<file path="src/rtl/parking_kiosk_pkg.sv">
// Shared parking definitions: kiosk state encoding and widths common with the controller.
// Constants only; no logic, no latency, no backpressure.
package parking_kiosk_pkg;

    localparam int PASSCODE_W = 8;
    localparam int CAP_W      = 5;

    localparam logic [2:0] KS_IDLE     = 3'd0;
    localparam logic [2:0] KS_ENT_REQ  = 3'd1;
    localparam logic [2:0] KS_ENT_WAIT = 3'd2;
    localparam logic [2:0] KS_EXT_REQ  = 3'd3;
    localparam logic [2:0] KS_EXT_WAIT = 3'd4;
    localparam logic [2:0] KS_COOL     = 3'd5;

    typedef enum logic [2:0] {
        S_IDLE     = KS_IDLE,
        S_ENT_REQ  = KS_ENT_REQ,
        S_ENT_WAIT = KS_ENT_WAIT,
        S_EXT_REQ  = KS_EXT_REQ,
        S_EXT_WAIT = KS_EXT_WAIT,
        S_COOL     = KS_COOL
    } kiosk_state_t;

endpackage

</file>
<file path="src/rtl/parking_kiosk_pending.sv">
// Per-direction pending-request latches plus the entry passcode latch; one cycle to latch,
// fresh pulses bypass to the outputs. Never stalls: a pulse on an already-set flag is dropped.
module kiosk_pending
    import parking_kiosk_pkg::*;
(
    input  logic                  clk,
    input  logic                  reset,
    input  logic                  car_arrive,
    input  logic                  car_depart,
    input  logic [PASSCODE_W-1:0] passcode_key,
    input  logic                  take_in,
    input  logic                  take_out,
    output logic                  want_in,
    output logic                  want_out,
    output logic [PASSCODE_W-1:0] code
);

    logic                  pend_in;
    logic                  pend_out;
    logic [PASSCODE_W-1:0] code_q;

    // A pulse arriving this cycle is visible immediately so an idle kiosk can dispatch it.
    assign want_in  = pend_in | car_arrive;
    assign want_out = pend_out | car_depart;
    assign code     = pend_in ? code_q : passcode_key;

    always_ff @(posedge clk) begin
        if (reset) begin
            pend_in  <= 1'b0;
            pend_out <= 1'b0;
            code_q   <= '0;
        end else begin
            // When consuming a latched flag, a same-cycle pulse re-arms it.
            if (take_in) begin
                pend_in <= pend_in & car_arrive;
            end else if (car_arrive) begin
                pend_in <= 1'b1;
            end

            if (car_arrive && (!pend_in || take_in)) begin
                code_q <= passcode_key;
            end

            if (take_out) begin
                pend_out <= pend_out & car_depart;
            end else if (car_depart) begin
                pend_out <= 1'b1;
            end
        end
    end

endmodule

</file>
<file path="src/rtl/parking_kiosk.sv">
// Kiosk initiator: turns lane events into 1-cycle enter/exit requests and judges grant/deny.
// Request one cycle after dispatch, grant 3 cycles after request; no backpressure, requests queue one-deep.
module parking_kiosk
    import parking_kiosk_pkg::*;
#(
    parameter int TIMEOUT = 6,
    parameter int GAP     = 2,
    parameter int CNT_W   = 8
) (
    input  logic                  clk,
    input  logic                  reset,
    input  logic                  car_arrive,
    input  logic                  car_depart,
    input  logic [PASSCODE_W-1:0] passcode_key,
    input  logic                  entry_gate_open,
    input  logic                  exit_gate_open,
    input  logic                  lot_full,
    output logic [PASSCODE_W-1:0] passcode_out,
    output logic                  enter_req,
    output logic                  exit_req,
    output logic                  busy,
    output logic                  grant_pulse,
    output logic                  deny_pulse,
    output logic [CNT_W-1:0]      deny_count
);

    localparam int TMAX = (TIMEOUT > GAP) ? TIMEOUT : GAP;
    localparam int TW   = $clog2(TMAX + 1);

    kiosk_state_t          state;
    kiosk_state_t          state_nx;
    logic [TW-1:0]         timer;
    logic [TW-1:0]         timer_nx;
    logic                  enter_nx;
    logic                  exit_nx;
    logic [PASSCODE_W-1:0] pass_nx;
    logic                  grant_nx;
    logic                  deny_hit;
    logic                  take_in;
    logic                  take_out;
    logic                  want_in;
    logic                  want_out;
    logic [PASSCODE_W-1:0] code;

    kiosk_pending u_pending (
        .clk          (clk),
        .reset        (reset),
        .car_arrive   (car_arrive),
        .car_depart   (car_depart),
        .passcode_key (passcode_key),
        .take_in      (take_in),
        .take_out     (take_out),
        .want_in      (want_in),
        .want_out     (want_out),
        .code         (code)
    );

    always_comb begin
        state_nx = state;
        timer_nx = timer;
        enter_nx = 1'b0;
        exit_nx  = 1'b0;
        pass_nx  = '0;
        grant_nx = 1'b0;
        deny_hit = 1'b0;
        take_in  = 1'b0;
        take_out = 1'b0;

        case (state)
            S_IDLE: begin
                if (want_in) begin
                    take_in = 1'b1;
                    if (lot_full) begin
                        // Full lot: deny locally without bothering the controller.
                        deny_hit = 1'b1;
                        state_nx = S_COOL;
                        timer_nx = '0;
                    end else begin
                        enter_nx = 1'b1;
                        pass_nx  = code;
                        state_nx = S_ENT_REQ;
                    end
                end else if (want_out) begin
                    take_out = 1'b1;
                    exit_nx  = 1'b1;
                    state_nx = S_EXT_REQ;
                end
            end

            S_ENT_REQ: begin
                // Controller samples the code the cycle after the request, so keep it.
                pass_nx  = passcode_out;
                state_nx = S_ENT_WAIT;
                timer_nx = '0;
            end

            S_ENT_WAIT: begin
                pass_nx = passcode_out;
                if (entry_gate_open) begin
                    grant_nx = 1'b1;
                    pass_nx  = '0;
                    state_nx = S_COOL;
                    timer_nx = '0;
                end else if (timer == TW'(TIMEOUT - 1)) begin
                    deny_hit = 1'b1;
                    pass_nx  = '0;
                    state_nx = S_COOL;
                    timer_nx = '0;
                end else begin
                    timer_nx = timer + TW'(1);
                end
            end

            S_EXT_REQ: begin
                state_nx = S_EXT_WAIT;
                timer_nx = '0;
            end

            S_EXT_WAIT: begin
                if (exit_gate_open) begin
                    grant_nx = 1'b1;
                    state_nx = S_COOL;
                    timer_nx = '0;
                end else if (timer == TW'(TIMEOUT - 1)) begin
                    deny_hit = 1'b1;
                    state_nx = S_COOL;
                    timer_nx = '0;
                end else begin
                    timer_nx = timer + TW'(1);
                end
            end

            S_COOL: begin
                if (timer == TW'(GAP - 1)) begin
                    state_nx = S_IDLE;
                    timer_nx = '0;
                end else begin
                    timer_nx = timer + TW'(1);
                end
            end

            default: begin
                state_nx = S_IDLE;
                timer_nx = '0;
            end
        endcase
    end

    always_ff @(posedge clk) begin
        if (reset) begin
            state        <= S_IDLE;
            timer        <= '0;
            enter_req    <= 1'b0;
            exit_req     <= 1'b0;
            passcode_out <= '0;
            busy         <= 1'b0;
            grant_pulse  <= 1'b0;
            deny_pulse   <= 1'b0;
            deny_count   <= '0;
        end else begin
            state        <= state_nx;
            timer        <= timer_nx;
            enter_req    <= enter_nx;
            exit_req     <= exit_nx;
            passcode_out <= pass_nx;
            busy         <= (state_nx != S_IDLE);
            grant_pulse  <= grant_nx;
            deny_pulse   <= deny_hit;
            if (deny_hit && (deny_count != {CNT_W{1'b1}})) begin
                deny_count <= deny_count + CNT_W'(1);
            end
        end
    end

endmodule

</file>
<file path="config.mk">
export PLATFORM = sky130hd
export DESIGN_NAME = parking_kiosk
export DESIGN_NICKNAME = d
export VERILOG_FILES = /design/src/rtl/parking_kiosk_pkg.sv /design/src/rtl/parking_kiosk_pending.sv /design/src/rtl/parking_kiosk.sv
export SDC_FILE = /design/constraint.sdc
export NUM_CORES = 1
export LEC_CHECK = 0
export BUFFER_PORTS_ARGS = -buffer_cell sky130_fd_sc_hd__buf_2
export CAP_MARGIN = 20
export CORE_MARGIN = 1.5
export CORE_UTILIZATION = 47
export DETAILED_ROUTE_END_ITERATION = 12
export PLACE_DENSITY = 0.77
export SLEW_MARGIN = 40
export SYNTH_ARGS = -nofsm -noshare
export SYNTH_HDL_FRONTEND = slang
export SYNTH_HIERARCHICAL = 1
export SYNTH_SLANG_ARGS = --single-unit
export TNS_END_PERCENT = 5
</file>
<file path="constraint.sdc">
create_clock -name clk -period 4 [get_ports clk]
set_input_delay 0.4 -clock clk [delete_from_list [all_inputs] [get_ports clk]]
set_output_delay 0.4 -clock clk [all_outputs]
set_load 0.02 [all_outputs]
</file>
==> flow_summary.toml, run 1 <==
[finish]
final_net_count = 249
drive_gt1_share_pct = 23.8
regArea_um2 = 741
multiInputGateArea_um2 = 956
fillers = 331
diodes = 0
syn2layout_area_growth_pct = 14.3

[detailed_routing]
finalWirelength_um = 3460
drc = 0
first_pass_iters = 4
via_per_inst = 5.28
route.vias.total = 1473
final_antenna_net_count = 0
wl_per_cell_um = 12.4
drt-initial-drc-count = 133

[setup_path]
slowest_delay_ns = 0.55
crit_path_top_delay_cell = "dfxtp_1"
required_ns = 4.21
r2r-start = "state[1]"
endpoint_kind = "register"
critPathBufInv = 0
crit_chain = "or3b_1, a211oi_2, o22ai_2, or4_1, a21oi_1"
start_kind = "register"
crit_family = "simple AND/OR/NAND/NOR gates"
path_max_fanout = 13
reg2reg_to = "deny_count[5]"
rr_worst_depth = 5
r2r_slack_ns = 1.86
arrival_ns = 2.35
worst-setup-path-type = "register to register"

[power]
p_per_area_nw_per_um2 = 535
power.leakage_nw = 0.862
irDropWorstVdd_mv = 0.304

[die]
fp-row-count = 22
die_h_um = 64.7
die_x_um = 64.7
core_um2 = 3660
dieArea_um2 = 4180
io_pins = 36
start_util_pct = 48.8

[yosys]
syn_inst = 199
synth_cell_type_count = 41
synth.cell_area_um2 = 1790
synthFlopType = "dfxtp_1"
synth_top_cells_by_area = "dfxtp_1, nand2b_1, mux2i_1"
async_reset_ff_share_pct = 0
synth-seq-cells = 37
synth_edf_count = 0
synth.avg_cell_area_um2 = 8.98
ys_seq_area_share_pct = 41.4
yosysTopAreaCellShare_pct = 41.4
synth_nets = 217
synth.largest_area_cell = "dfxtp_1"
ys_warn_count = 6

[hold_path]
hp-start = "lot_full"
hold_end = "enter_req"
holdPathStages = 2
hp-class = "input port to register"

[grt]
grt.overflow.total = 0
grt_max_degree = 45
grt_pass1_wl_um = 5890
grt_pass1_vias = 1395
antenna_found_initial = 0
grtUsageTotal_pct = 18.2

[clock_network]
post_cts.repair.setup_buffers = 0
cts_tree = "done"
clk_latency_ns = 0.28
ctsHoldBuffers = 0
clock_sinks = 37
htree_levels = 2
clock-root-buffer = "clkbuf_8"
clk_pin_slew_ns = 0.07
ctsResizeCount = 0
clockBufferDepth = 2
numCtsBuffers = 5

[place]
dp_hpwl_um = 2390
place_ws_ns = 1.88
port_buffers = 35
place.gp.congestion = 0.795

[timing]
setup_viol_count_final = 0
fin_crit_sh_pct = 53.5
grt_setup_unrepaired = "no"
setup_tns_ns = 0
hold_viol_final = 0
finalWorstSetupSlack_ns = 1.86
period_needed_ns = 2.14
clock_skew_ns = 0.00456
max-slew-margin-rel_pct = 47.0
worst_pin_slew_ns = 0.795
slew_viol_final = 0
fmax_mhz = 467

[job]
cap_viol_max_count = 0

[status]
outcome = "completed"
worst reg2reg max path, stage by stage, from the launching register on:
cell	delay (ns)
dfxtp_1	0.55
or3b_1	0.41
a211oi_2	0.30
o22ai_2	0.22
or4_1	0.44
a21oi_1	0.15
Yosys cell counts, drive strengths merged (3+ instances only):
master,instances
ha,3
a21oi,11
mux2i,9
nand2b,18
nand2,11
or3,5
o21ai,9
nor2,20
buf,5
inv,7
dfxtp,37
mux2,8
clkbuf,5
nor2b,3
a22oi,8
o21a,4
nor3,4
nand3,5
where the power goes:
part           internal [mW]  switching, mW
registers              0.424         0.0646
clock network          0.137          0.121
logic                  0.151          0.197
total                  0.711          0.382
flip-flops by register name, indices dropped and copies added, names as in the netlist, 3 cells and up:
| signal | flops |
|---|---|
| deny_count | 8 |
| passcode_out | 8 |
| u_pending/code_q | 8 |
| state | 3 |
| timer | 3 |
final cells by class:
| type | count | share of cell area, % |
|---|---|---|
| multi-input cells | 145 | 46.8 |
| inverters | 7 | 1.29 |
| repair buffers | 35 | 8.57 |
| clock buffers | 7 | 4.22 |
| flip-flops and latches | 37 | 36.2 |
| well taps | 48 | 2.94 |
cell usage in the layout (no fill, tap or decap), types with 2 or more instances in the layout:
master / count
mux2i_1: 9
nor2_1: 20
nand2b_1: 18
or2_2: 2
o21a_1: 4
mux2_2: 8
nand2_1: 11
or3_1: 5
nor3_1: 4
nand3_1: 5
buf_2: 35
a21oi_1: 11
o31ai_1: 2
or4_1: 2
nor2b_1: 3
inv_1: 7
a22oi_1: 8
o21ai_0: 9
a2bb2oi_1: 2
nor3b_1: 2
dfxtp_1: 37
ha_1: 3
clkbuf_8: 6
or3b_1: 2
routing by layer:
metal | part of all wire [%] | wire, µm | track usage, % | up-vias
met5 | 0 | 0 | 0 | -
met1 | 47 | 1630 | 21.2 | 648
li1 | - | - | - | 772
met3 | 6.3 | 218 | 6.60 | 5
met2 | 46 | 1580 | 30.5 | 48
met4 | 1.1 | 38 | 6.91 | 0
metrics by stage:
step / instances / util, % / hold slack [ns] / area [µm²] / power (mW)
after floorplan: 199 / - / 0.444 / 1790 / 0.775
after global placement: 272 / 53.5 / 0.454 / 1960 / 0.840
after detailed placement: 272 / 53.5 / 0.461 / 1960 / 0.844
after CTS: 279 / 55.8 / 0.318 / 2040 / 1.11
after global routing: 279 / 55.8 / 0.319 / 2040 / 1.17
final: 279 / 55.8 / 0.329 / 2040 / 1.09
worst max-delay path by stage:
stage,slack (ns),start,depth (start not counted),to
final,1.86,state[1],5,deny_count[5]
after global routing,1.73,state[2],5,deny_count[5]
after CTS,1.86,state[2],5,deny_count[5]
after detailed placement,1.88,state[2],5,deny_count[5]
after global placement,1.96,state[2],5,deny_count[5]
after floorplan,2.19,exit_gate_open,6,deny_count[4]
cell families after synthesis:
kind of cell             count (synthesis)  synth area share [%]
XOR/XNOR                                 1                 0.490
flip-flops                              37                  41.4
AND/OR/NAND/NOR                         77                  22.7
multiplexers                            17                  10.1
AO/OA/AOI/OAI                           47                  18.1
adder cells (fa/ha/maj)                  3                  2.10
buffers and inverters                   17                  5.11
No activity file was read; power rests on OpenSTA's default activity.
==> inputs of run 2 (changes only) <==
--- a/config.mk
+++ b/config.mk
@@ -10,7 +10,7 @@
 export CORE_MARGIN = 1.5
 export CORE_UTILIZATION = 47
 export DETAILED_ROUTE_END_ITERATION = 12
-export PLACE_DENSITY = 0.77
+export PLACE_DENSITY = 0.8
 export SLEW_MARGIN = 40
 export SYNTH_ARGS = -nofsm -noshare
 export SYNTH_HDL_FRONTEND = slang
==> constraint.sdc (replaced) <==
create_clock -name clk -period 1.85 [get_ports clk]
set_input_delay 0.185 -clock clk [delete_from_list [all_inputs] [get_ports clk]]
set_output_delay 0.185 -clock clk [all_outputs]
set_load 0.02 [all_outputs]
==> run 2 against run 1 <==
Against the previous run:
- maximum frequency rose by 17%
- critical path type unchanged
- highest routed layer unchanged
- via count rose by 6.2%
- clock power rose to 2.8 times the previous value
- total power rose by 150%
- core utilization rose by 4.8 points
- global-route usage rose by 1.4 points
- cell area rose by 8.6%
- worst setup slack got worse by 1.8 ns
- sequential power rose by 100%
==> flow_summary.toml, run 2 (synthesis gave the netlist of run 1 again) <==
[timing]
fmax_mhz = 545
setup_viol_count_final = 0
whs_ns = 0.113
slew_viol_final = 0
hold_viol_final = 0
grt_setup_unrepaired = "yes"
setup_tns_ns = 0
fin_crit_sh_pct = 99.2
period_needed_ns = 1.84
max-slew-margin-rel_pct = 73.4
worst_pin_slew_ns = 0.394
clock_skew_ns = 0.00485

[grt]
antenna_found_initial = 0
grt_pass1_wl_um = 6390
grt_max_degree = 41
grt_pass1_vias = 1478
gr-usage-met3_pct = 6.94
top_usage_layer = "met2"
grtUsageTotal_pct = 19.6
grt.overflow.total = 0
use_met2_pct = 32.8
grt.met1_usage_pct = 23.1

[setup_path]
start_kind = "register"
arrival_ns = 2.06
reg2reg_to = "deny_count[7]"
r2r_slack_ns = 0.01
endpoint_kind = "register"
path_max_fanout = 8
r2r-start = "state[1]"
required_ns = 2.07
worst-setup-path-type = "register to register"
rr_worst_depth = 5

[finish]
syn2layout_area_growth_pct = 24.1
largest_registers = "deny_count (8), passcode_out (8), u_pending/code_q (8)"
fin_util_pct = 60.6
fillers = 309
final_cells = 296
final_net_count = 265
diodes = 0
final_cell_mix = "dfxtp_1, buf_2, nor2_1"
drive_gt1_share_pct = 32.3
regArea_um2 = 743
multiInputGateArea_um2 = 975

[die]
start_util_pct = 48.8
core_um2 = 3660
io_pins = 36
die_x_um = 64.7
fp-row-count = 22
die_h_um = 64.7
dieArea_um2 = 4180

[clock_network]
clk_latency_ns = 0.29
numCtsBuffers = 5
clockBufferDepth = 2
clock_sinks = 37
htree_levels = 2
ctsHoldBuffers = 0
clk_pin_slew_ns = 0.07
cts_tree = "done"
clock-root-buffer = "clkbuf_8"

[place]
place.gp.congestion = 0.843
dp_hpwl_um = 2610
port_buffers = 35
dpl.cell_count = 285

[status]
outcome = "completed"

[power]
power.leakage_nw = 0.957
irDropWorstVdd_mv = 0.554
p_per_area_nw_per_um2 = 1220

[hold_path]
hp-start = "lot_full"
holdPathStages = 2
hold_end = "enter_req"
hp-class = "input port to register"

[detailed_routing]
via_per_inst = 5.29
wl_per_cell_um = 12.6
first_pass_iters = 4
drt-initial-drc-count = 139
route.vias.total = 1565
finalWirelength_um = 3730
final_antenna_net_count = 0
drc = 0

[job]
cap_viol_max_count = 0
-- run 2: where the power goes --
part / leakage [nW] / internal, mW / switching (mW)
clock: 0.0574 / 0.438 / 0.292
sequential: 0.303 / 0.920 / 0.0679
combinational: 0.597 / 0.454 / 0.532
total: 0.957 / 1.81 / 0.892
-- run 2: worst max-delay path: stages, from the launching register on --
cell,delay [ns]
dfxtp_2,0.33
or3b_1,0.38
a211oi_2,0.30
o22ai_2,0.18
or4_1,0.43
a21oi_1,0.15
-- run 2: timing repair --
item                                    in CTS  in global routing
buffers inserted                             3                  0
cloned                                       0                  0
endpoints found under the hold margin        0                  0
endpoints found under the setup margin       2                  4
resized for setup                            2                  6
pin swaps                                    3                  2
-- run 2: per-layer routing --
| metal | wire, µm | vias to the layer above |
|---|---|---|
| li1 | - | 793 |
| met1 | 1670 | 711 |
| met2 | 1740 | 56 |
| met3 | 267 | 5 |
| met4 | 54 | 0 |
| met5 | 0 | - |
-- run 2: how the worst max path moves through the flow --
stage                     startpoint       endpoint  slack (ns)  depth (start not counted)
after detailed placement    state[2]  deny_count[5]       0.003                          5
after floorplan             state[1]  deny_count[4]        0.11                          6
after global routing        state[1]  deny_count[7]       -0.04                          5
final                       state[1]  deny_count[7]        0.01                          5
after CTS                   state[2]  deny_count[5]      -0.004                          5
after global placement      state[2]  deny_count[5]        0.08                          5
-- run 2: per-stage QoR --
step                power [mW]  cell area, µm²  setup slack (ns)
floorplan                 1.68            1790             0.112
global placement          1.94            2060            0.0773
detailed placement        1.96            2060           0.00332
CTS                       2.72            2200          -0.00378
global route              2.87            2220           -0.0433
finish                    2.70            2220            0.0142
-- run 2: cell type report --
type	instances	area share, %
Timing Repair Buffer	51	13.3
Multi-Input combinational cell	145	43.9
Sequential cell	37	33.5
Tap cell	48	2.71
Inverter	7	1.18
Clock buffer	6	3.72
Clock inverter	2	1.69
